## src/rtl/uart_pkg.sv

```systemverilog
// Shared UART definitions: transmit FSM states, baud divisor helper and
// host command bytes used by the sensor crossbar.
package uart_pkg;

    typedef enum logic [1:0] {
        IDLE  = 2'd0,
        START = 2'd1,
        DATA  = 2'd2,
        STOP  = 2'd3
    } tx_state_t;

    localparam logic [7:0] CMD_TEMP = 8'h54;
    localparam logic [7:0] CMD_DIST = 8'h44;

    // Integer clocks per bit; the fractional remainder is dropped.
    function automatic int clks_per_bit(input int clk_hz, input int baud);
        return clk_hz / baud;
    endfunction

endpackage

```

## src/rtl/sync_fifo.sv

```systemverilog
// Synchronous FIFO with extra-MSB pointers. A full FIFO refuses a push even
// when a pop happens on the same edge. Shared with the future RX path.
module sync_fifo #(
    parameter int WIDTH = 8,
    parameter int DEPTH = 8
) (
    input  logic                     clk,
    input  logic                     rst,
    input  logic                     push,
    input  logic [WIDTH-1:0]         wr_data,
    input  logic                     pop,
    output logic [WIDTH-1:0]         rd_data,
    output logic                     full,
    output logic                     empty,
    output logic [$clog2(DEPTH):0]   level
);

    localparam int AW = $clog2(DEPTH);

    logic [AW:0]      wr_ptr;
    logic [AW:0]      rd_ptr;
    logic [WIDTH-1:0] mem [DEPTH];
    logic             push_en;
    logic             pop_en;

    assign push_en = push && !full;
    assign pop_en  = pop && !empty;

    assign empty   = (wr_ptr == rd_ptr);
    assign full    = (wr_ptr[AW] != rd_ptr[AW]) && (wr_ptr[AW-1:0] == rd_ptr[AW-1:0]);
    assign level   = wr_ptr - rd_ptr;
    assign rd_data = mem[rd_ptr[AW-1:0]];

    // Pointer update; both wrap modulo 2*DEPTH.
    always_ff @(posedge clk or posedge rst) begin
        if (rst) begin
            wr_ptr <= '0;
            rd_ptr <= '0;
        end else begin
            if (push_en) wr_ptr <= wr_ptr + 1'b1;
            if (pop_en)  rd_ptr <= rd_ptr + 1'b1;
        end
    end

    // Storage write; contents need no reset since the pointers gate reads.
    always_ff @(posedge clk) begin
        if (push_en) mem[wr_ptr[AW-1:0]] <= wr_data;
    end

endmodule

```

## src/rtl/uart_tx_serializer.sv

```systemverilog
// UART 8N1 transmitter fed from a byte FIFO. Absorbs crossbar bursts
// (DHT11 / HC-SR04 frames) and streams them back-to-back at the line rate.
module uart_tx_serializer #(
    parameter int CLK_FREQ_HZ = 100_000_000,
    parameter int BAUD        = 115200,
    parameter int FIFO_DEPTH  = 8
) (
    input  logic                          clk,
    input  logic                          rst,
    input  logic [7:0]                    in_data,
    input  logic                          in_valid,
    output logic                          in_ready,
    output logic                          txd,
    output logic                          busy,
    output logic [$clog2(FIFO_DEPTH):0]   fifo_level,
    output logic                          overflow
);

    import uart_pkg::*;

    localparam int              CPB      = clks_per_bit(CLK_FREQ_HZ, BAUD);
    localparam int              CNT_W    = (CPB > 1) ? $clog2(CPB) : 1;
    localparam logic [CNT_W-1:0] CNT_LAST = CNT_W'(CPB - 1);

    tx_state_t        state;
    tx_state_t        state_next;
    logic [CNT_W-1:0] baud_cnt;
    logic [2:0]       bit_idx;
    logic [7:0]       shreg;
    logic             bit_done;
    logic             fifo_pop;
    logic             fifo_full;
    logic             fifo_empty;
    logic [7:0]       fifo_rd;

    sync_fifo #(
        .WIDTH (8),
        .DEPTH (FIFO_DEPTH)
    ) u_fifo (
        .clk     (clk),
        .rst     (rst),
        .push    (in_valid),
        .wr_data (in_data),
        .pop     (fifo_pop),
        .rd_data (fifo_rd),
        .full    (fifo_full),
        .empty   (fifo_empty),
        .level   (fifo_level)
    );

    assign in_ready = !fifo_full;
    assign bit_done = (baud_cnt == CNT_LAST);

    // State register.
    always_ff @(posedge clk or posedge rst) begin
        if (rst) state <= IDLE;
        else     state <= state_next;
    end

    // Next-state and FIFO pop; STOP pops straight into START so frames abut.
    always_comb begin
        state_next = state;
        fifo_pop   = 1'b0;
        case (state)
            IDLE: begin
                if (!fifo_empty) begin
                    fifo_pop   = 1'b1;
                    state_next = START;
                end
            end
            START: begin
                if (bit_done) state_next = DATA;
            end
            DATA: begin
                if (bit_done && (bit_idx == 3'd7)) state_next = STOP;
            end
            STOP: begin
                if (bit_done) begin
                    if (!fifo_empty) begin
                        fifo_pop   = 1'b1;
                        state_next = START;
                    end else begin
                        state_next = IDLE;
                    end
                end
            end
            default: state_next = IDLE;
        endcase
    end

    // Baud counter, bit index and shift register.
    always_ff @(posedge clk or posedge rst) begin
        if (rst) begin
            baud_cnt <= '0;
            bit_idx  <= '0;
            shreg    <= '0;
        end else begin
            if ((state == IDLE) || (state_next != state) || bit_done) baud_cnt <= '0;
            else                                                      baud_cnt <= baud_cnt + 1'b1;

            if (fifo_pop)                      shreg <= fifo_rd;
            else if ((state == DATA) && bit_done) shreg <= {1'b0, shreg[7:1]};

            if (state != DATA) bit_idx <= '0;
            else if (bit_done) bit_idx <= bit_idx + 3'd1;
        end
    end

    // Output registers; txd trails the state by one cycle, hence push-to-start latency of 2.
    always_ff @(posedge clk or posedge rst) begin
        if (rst) begin
            txd      <= 1'b1;
            busy     <= 1'b0;
            overflow <= 1'b0;
        end else begin
            case (state)
                START:   txd <= 1'b0;
                DATA:    txd <= shreg[0];
                default: txd <= 1'b1;
            endcase
            busy     <= (state != IDLE) || !fifo_empty;
            overflow <= in_valid && fifo_full;
        end
    end

endmodule

```

## config.mk

```make
export PLATFORM = sky130hd
export DESIGN_NAME = uart_tx_serializer
export DESIGN_NICKNAME = d
export VERILOG_FILES = /design/src/rtl/uart_pkg.sv /design/src/rtl/sync_fifo.sv /design/src/rtl/uart_tx_serializer.sv
export SDC_FILE = /design/constraint.sdc
export NUM_CORES = 1
export LEC_CHECK = 0
export BUFFER_PORTS_ARGS = -buffer_cell sky130_fd_sc_hd__buf_2
export CORE_ASPECT_RATIO = 1.2
export CORE_MARGIN = 4
export CORE_UTILIZATION = 61
export DETAILED_ROUTE_END_ITERATION = 8
export GPL_TIMING_DRIVEN = 1
export PLACE_DENSITY = 0.81
export SYNTH_ARGS = -nofsm -noshare
export SYNTH_HDL_FRONTEND = slang
export SYNTH_HIERARCHICAL = 1
export SYNTH_SLANG_ARGS = --single-unit
```

## constraint.sdc

```tcl
create_clock -name clk -period 3.3 [get_ports clk]
set_clock_uncertainty 0.05 [all_clocks]
set_input_delay 0.33 -clock clk [delete_from_list [all_inputs] [get_ports clk]]
set_output_delay 0.33 -clock clk [all_outputs]
set_load 0.1 [all_outputs]
```

==> impl_summary.log, run 1 <==
[metrics] min cycle time layout: about 2.7 ns
[metrics] clock transition time at the flip-flop clock pins of the worst setup and hold paths: 0.11 ns
[metrics] Tightest Hold Check Type: input pin to flip-flop
[metrics] hold slack: ~0.19 ns
[metrics] synth unique cells: 50
[metrics] count of final max-slew check failures: 0
[metrics] count of synthesis-stage warnings from yosys: 6
[metrics] most used standard cell by instance count after synthesis: sky130_fd_sc_hd__edfxtp_1
[metrics] Setup crit start: u_fifo/rd_ptr[2]
[metrics] launching element type of the critical path: flip-flop
[metrics] Worst path max stage delay: around 0.54 ns
[metrics] via count of the first global-routing pass: 2538
[metrics] Initial DRT Pass Iterations: 4
[metrics] run status: completed
[metrics] Worst Setup Slack post-DPL: around 0.63 ns
[metrics] Total Neg Setup Slack: 0 ns
[metrics] transition time of the tightest slew-check pin: between 0.9 and 1 ns
[metrics] number of setup violations in the final report: 0
[metrics] dominant synthesized flop cell: sky130_fd_sc_hd__edfxtp_1
[metrics] starting density of the core: 0.639
[metrics] total wirelength of the detailed-routed design: ~7300 um
[metrics] number of instances resized during post-cts repair: 0
[metrics] global-route usage over all layers: 0.189
[metrics] largest cells by area after synthesis: sky130_fd_sc_hd__edfxtp_1 43%, sky130_fd_sc_hd__dfrtp_1 19%, sky130_fd_sc_hd__mux4_2 7.6%, sky130_fd_sc_hd__mux2_2 3.8%, sky130_fd_sc_hd__ha_1 3.4%
[metrics] pin count of the biggest net entering global routing: 27
[metrics] via count: about 2400
[metrics] slowest stage cell on the critical path: sky130_fd_sc_hd__dfrtp_1
[metrics] number of input and output port buffers inserted: 18
[metrics] netlist area before placement: 0.00444 sq mm
[metrics] Util after Layout: 0.699
[metrics] part of the Yosys area used for sequential elements: 0.625
[metrics] Routed WL per cell: between 15 and 20 um
[metrics] Diodes inserted: 0
[metrics] cell depth of the worst flop-to-flop path: 9
[metrics] Die X: 85.8 um
[metrics] final setup slack of the worst path: roughly 0.63 ns
[metrics] Peak Freq: around 380 MHz
[metrics] r2r endpoint: u_fifo/rd_ptr[1]
[metrics] instance count of the mapped netlist: roughly 300
[metrics] FFs w/ async S/R, synth: 0.347
[metrics] DR DRC count: 0
[metrics] top-level I/O count: 19
[metrics] number of core rows: 33
[metrics] number of cells after detailed placement: about 400
[metrics] routability-driven placement congestion ratio: ~0.84
[metrics] library cell occupying the most area in the post-synthesis netlist: sky130_fd_sc_hd__edfxtp_1
[metrics] leakage: approximately 1.9 nW
[metrics] TritonCTS clock tree: yes
[metrics] y dimension of the die: 101 um
[metrics] reg-to-reg slack, setup: 0.63 ns
[metrics] instance area after placement: 0.00464 sq mm
[metrics] number of antenna violations at the first check in global routing: 0
[metrics] wire length of the first global-routing pass: ~13000 um
[metrics] core outline area: 0.00694 sq mm
[metrics] required time of the critical path: ~3.5 ns
[metrics] Relative slew margins: 0.341
[metrics] post-layout instance area: 0.00485 sq mm
[metrics] DR iter-0 viols: 64
[metrics] Critical Path End Type: flip-flop
[metrics] worst-case clock buffer depth: 2
[metrics] r2r startpoint: u_fifo/rd_ptr[2]
[metrics] post-synthesis to final-layout area growth: 9.37%
[metrics] crit share post-route: 0.808
[metrics] clock buffer count from CTS: 9
[metrics] Total Nets Final: ~350
[metrics] final hold violation count: 0
[metrics] total of fill cells in the finished design: approximately 470
[metrics] worst setup path category: flip-flop to flip-flop
[metrics] crit path DAT: ~2.9 ns
[metrics] EDFF count, synth: 64
[metrics] Total Power: between 4 and 5 mW
[metrics] vias per std cell: between 5 and 6
[metrics] net count after synthesis: ~320
[metrics] average cell area after synthesis: 14.9 sq um
[metrics] Finished Layout Cells: between 400 and 500
[metrics] share of the synthesized area in the top cell type: 0.433
[metrics] ordered list of cells on the worst path: inv_2 -> ha_1 -> nand3_1 -> nor2_1 -> nor2_1 -> o21ai_2 -> inv_1 -> o21ai_2 -> mux2_2
[metrics] maximum net fanout on the critical path: 10
[metrics] RSZ-0062 raised after global routing: false
[metrics] Final ANT Viol Nets: 0
[metrics] power per unit of standard cell area: around 960 mW/mm^2
[metrics] most frequent cells after synthesis: 64 x sky130_fd_sc_hd__edfxtp_1, 33 x sky130_fd_sc_hd__dfrtp_1, 32 x sky130_fd_sc_hd__nand2_1
[metrics] fraction of layout instances using a drive strength above 1: 0.252
[metrics] DIE AREA: 0.00871 sq mm
[metrics] number of synthesized register bits: 98
[metrics] Worst Setup EP: u_fifo/rd_ptr[1]
[metrics] detailed placer's ending HPWL: around 5300 um
[metrics] H-Tree Level Count: 3
[metrics] Max-Cap Viols: 0
[metrics] largest voltage drop on the vdd net: ~1.1 mV
[metrics] residual overflow from global routing: 0
[metrics] clk_lat worst skew: roughly 0.36 ns
[metrics] root buffer selected by CTS: sky130_fd_sc_hd__clkbuf_8
[metrics] clock sink total: 98
-- worst max-delay path, delay by kind of cell, from the launching register on --
kind | cells | cell delay (ns)
AND/OR/NAND/NOR | 3 | 0.64
buffers and inverters | 2 | 0.27
adder cells (fa/ha/maj) | 1 | 0.37
multiplexers | 1 | 0.37
flip-flops | 1 | 0.54
AO/OA/AOI/OAI | 2 | 0.32
-- state kept, by name, indices dropped and copies added (netlist names) --
| register | cells |
|---|---|
| u_fifo/mem | 64 |
| baud_cnt | 10 |
| shreg | 8 |
| u_fifo/rd_ptr | 4 |
| u_fifo/wr_ptr | 4 |
| bit_idx | 3 |
| state | 2 |
| busy | 1 |
| overflow | 1 |
| txd | 1 |
-- cells in the final DEF (no fill, tap or decap), types with 2 or more instances in the layout --
master	count
sky130_fd_sc_hd__edfxtp_1	64
sky130_fd_sc_hd__buf_2	18
sky130_fd_sc_hd__xor2_1	6
sky130_fd_sc_hd__inv_8	2
sky130_fd_sc_hd__dfrtp_1	33
sky130_fd_sc_hd__mux4_2	15
sky130_fd_sc_hd__nor4_1	13
sky130_fd_sc_hd__nand2_1	32
sky130_fd_sc_hd__o21ai_2	2
sky130_fd_sc_hd__a21oi_1	2
sky130_fd_sc_hd__xnor2_1	12
sky130_fd_sc_hd__a21o_1	2
sky130_fd_sc_hd__clkinv_4	2
sky130_fd_sc_hd__nand3_1	8
sky130_fd_sc_hd__mux2i_1	3
sky130_fd_sc_hd__nor3_1	6
sky130_fd_sc_hd__nor2b_1	2
sky130_fd_sc_hd__mux2_2	15
sky130_fd_sc_hd__clkinv_8	2
sky130_fd_sc_hd__inv_1	19
sky130_fd_sc_hd__and2_1	3
sky130_fd_sc_hd__buf_4	8
sky130_fd_sc_hd__nand4_1	2
sky130_fd_sc_hd__clkbuf_8	9
sky130_fd_sc_hd__nor2_1	13
sky130_fd_sc_hd__ha_1	12
-- final cells by class --
class | count | area (sq um) | area share
Inverter | 20 | 75.1 | 0.0155
Clock inverter | 7 | 81.3 | 0.0168
Sequential cell | 98 | 2770 | 0.572
Clock buffer | 9 | 124 | 0.0255
Multi-Input combinational cell | 172 | 1530 | 0.315
Tap cell | 87 | 109 | 0.0224
Timing Repair Buffer | 27 | 160 | 0.0330
-- per-layer routing --
layer | GRT usage | part of all wire | vias to the layer above
met5 | 0 | 0 | -
met4 | 0.0585 | 0.012 | 0
met3 | 0.0342 | 0.026 | 7
met2 | 0.327 | 0.53 | 31
met1 | 0.246 | 0.43 | 1229
li1 | - | - | 1168
-- repair_timing --
item	CTS	global route
hold endpoints to repair	8	0
hold buffers	1	0
buffers inserted	0	0
-- how the worst min path moves through the flow --
stage                from                to  cells after the start
2_1_floorplan         rst  u_fifo/rd_ptr[0]                      1
3_3_place_gp          rst  u_fifo/rd_ptr[0]                      2
3_5_place_dp          rst  u_fifo/wr_ptr[3]                      2
4_1_cts        in_data[0]  u_fifo/mem[3][0]                      1
5_1_grt        in_data[5]  u_fifo/mem[3][5]                      1
6_report       in_data[7]  u_fifo/mem[4][7]                      1
-- cell families after synthesis --
logic type,after synthesis,synth area share
flip-flops,98,0.625
AND/OR/NAND/NOR,88,0.102
multiplexers,35,0.130
buffers and inverters,28,0.0302
XOR/XNOR,19,0.0392
AO/OA/AOI/OAI,17,0.0344
adder cells (fa/ha/maj),13,0.0384
-- power breakdown --
part           switching, mW  internal [mW]
logic                   1.47          0.703
clock network          0.450          0.302
registers              0.166           1.58
Power figures use the tool's default switching activity.
==> run 2: changes to the inputs <==
==> constraint.sdc (replaced) <==
create_clock -name clk -period 2.7 [get_ports clk]
set_clock_uncertainty 0.05 [all_clocks]
set_input_delay 0.27 -clock clk [delete_from_list [all_inputs] [get_ports clk]]
set_output_delay 0.27 -clock clk [all_outputs]
set_load 0.1 [all_outputs]
==> impl_summary.log, run 2 (synthesized netlist as in run 1, its figures left out) <==
[metrics] run status: completed
[metrics] TritonCTS clock tree: yes
[metrics] number of instances resized during post-cts repair: 0
[metrics] via count: around 2500
[metrics] Initial DRT Pass Iterations: 4
[metrics] post-synthesis to final-layout area growth: 11.7%
[metrics] leakage: between 1.5 and 2 nW
[metrics] detailed placer's ending HPWL: around 5600 um
[metrics] pin count of the biggest net entering global routing: 27
[metrics] top-level I/O count: 19
[metrics] DIE AREA: 0.00871 sq mm
[metrics] clock transition time at the flip-flop clock pins of the worst setup and hold paths: 0.10 ns
[metrics] count of final max-slew check failures: 0
[metrics] required time of the critical path: 2.84 ns
[metrics] Clock Power Share: 0.150
[metrics] number of cells after detailed placement: a little over 400
[metrics] launching element type of the critical path: flip-flop
[metrics] root buffer selected by CTS: sky130_fd_sc_hd__clkbuf_8
[metrics] Net Sw Frac: 0.433
[metrics] transition time of the tightest slew-check pin: approximately 1.1 ns
[metrics] routability-driven placement congestion ratio: between 0.8 and 0.9
[metrics] cell depth of the worst flop-to-flop path: 6
[metrics] number of cells on the worst hold path: 1
[metrics] internal power summed over all cells: 3.51 mW
[metrics] vias per std cell: 5.98
[metrics] RSZ-0062 raised after global routing: false
[metrics] largest voltage drop on the vdd net: 1.25 mV
[metrics] worst-case clock buffer depth: 2
[metrics] y dimension of the die: about 100 um
[metrics] Total Nets Final: 355
[metrics] Relative slew margins: 0.250
[metrics] Routed WL per cell: approximately 19 um
[metrics] final hold violation count: 0
[metrics] clock sink total: 98
[metrics] H-Tree Level Count: 3
[metrics] Final ANT Viol Nets: 0
[metrics] Total Neg Setup Slack: 0 ns
[metrics] starting density of the core: 0.639
[metrics] part of the power in combinational logic: 0.512
[metrics] crit share post-route: 0.912
[metrics] Reg power frac: 0.338
[metrics] DR iter-0 viols: between 150 and 200
[metrics] core outline area: between 0.006 and 0.007 sq mm
[metrics] Finished Layout Cells: between 400 and 500
[metrics] post-layout instance area: slightly below 0.005 sq mm
[metrics] Peak Freq: ~400 MHz
[metrics] fraction of layout instances using a drive strength above 1: 0.268
[metrics] Die X: roughly 86 um
[metrics] wire length of the first global-routing pass: approximately 14000 um
[metrics] DR DRC count: 0
[metrics] most common cell after layout, fill and taps aside: sky130_fd_sc_hd__edfxtp_1
[metrics] clk_lat worst skew: around 0.36 ns
[metrics] global-route usage over all layers: 0.206
[metrics] commonest cells after routing, fill and taps aside: 64 x sky130_fd_sc_hd__edfxtp_1, 33 x sky130_fd_sc_hd__dfrtp_1, 32 x sky130_fd_sc_hd__nand2_1, 19 x sky130_fd_sc_hd__inv_1
[metrics] power per unit of standard cell area: around 1200 mW/mm^2
[metrics] crit path DAT: approximately 2.6 ns
[metrics] instance area after placement: ~0.0047 sq mm
[metrics] hold slack: between 0.1 and 0.15 ns
[metrics] via count of the first global-routing pass: between 2000 and 3000
[metrics] Tightest Hold Check Type: input pin to flip-flop
[metrics] cts hold-fix bufs: 1
[metrics] clock buffer count from CTS: 9
[metrics] Switch Pwr: around 2.7 mW
[metrics] number of core rows: 33
[metrics] total wirelength of the detailed-routed design: roughly 8000 um
[metrics] reg-to-reg slack, setup: about 0.24 ns
[metrics] flip-flop count of the largest register after layout: 64
[metrics] # Post-CTS Setup Buffers: 0
[metrics] Max-Cap Viols: 0
[metrics] number of antenna violations at the first check in global routing: 0
[metrics] min cycle time layout: around 2.5 ns
[metrics] Critical Path End Type: flip-flop
[metrics] total of fill cells in the finished design: 460
[metrics] maximum net fanout on the critical path: 10
[metrics] Diodes inserted: 0
[metrics] number of setup violations in the final report: 0
[metrics] residual overflow from global routing: 0
[metrics] worst setup path category: flip-flop to flip-flop
[metrics] number of input and output port buffers inserted: 18
run 2: cell types whose count changed in the layout (fill, tap and decap cells not counted), sizes merged:
cell	delta
inv	+1
clkinv	-1
buf	+3
run 2: worst paths after layout:
path                            startpoint                to
worst max-delay path              state[0]       baud_cnt[4]
min in group asynchronous              rst  u_fifo/wr_ptr[1]
worst min-delay path            in_data[2]  u_fifo/mem[2][2]
worst max register to register    state[0]       baud_cnt[4]
max in group asynchronous              rst          shreg[2]
worst min register to register    shreg[0]               txd
run 2: through the flow:
step	util	power [mW]	setup WS, ns
after global placement	0.683	5.22	0.311
after floorplan	-	4.44	0.144
final	0.714	6.18	0.237
after detailed placement	0.683	5.30	0.259
after CTS	0.714	6.23	0.231
after global routing	0.714	6.51	0.0634
run 2: layer usage:
| metal | part of all wire | vias to the layer above | GRT usage |
|---|---|---|---|
| li1 | - | 1179 | - |
| met1 | 0.42 | 1292 | 0.257 |
| met2 | 0.53 | 41 | 0.365 |
| met3 | 0.024 | 17 | 0.0269 |
| met4 | 0.024 | 0 | 0.0828 |
| met5 | 0 | - | 0 |
run 2: worst max-delay path, stage by stage (launching register included):
cell and delay, ns:
sky130_fd_sc_hd__dfrtp_1 0.43, sky130_fd_sc_hd__inv_1 0.10, sky130_fd_sc_hd__ha_1 0.31, sky130_fd_sc_hd__or4b_1 0.52
sky130_fd_sc_hd__nor4_1 0.30, sky130_fd_sc_hd__o41a_1 0.47, sky130_fd_sc_hd__nor4_1 0.11
run 2: area by class of cell:
cell class,count,area (sq um),area share
multi-input combinational,172,1550,0.313
sequential,98,2770,0.560
timing repair buffer,30,243,0.0490
tap,87,109,0.0220
clock inverter,7,78.8,0.0159
inverter,20,75.1,0.0152
clock buffer,9,124,0.0250
run 2: power by group through the flow:
stage	logic [mW]	registers, mW	clock network [mW]
2_1_floorplan	2.22	2.22	0
3_3_place_gp	3.12	2.10	0
3_5_place_dp	3.18	2.12	0
4_1_cts	3.20	2.09	0.939
5_1_grt	3.39	2.12	1.00
6_report	3.17	2.09	0.925
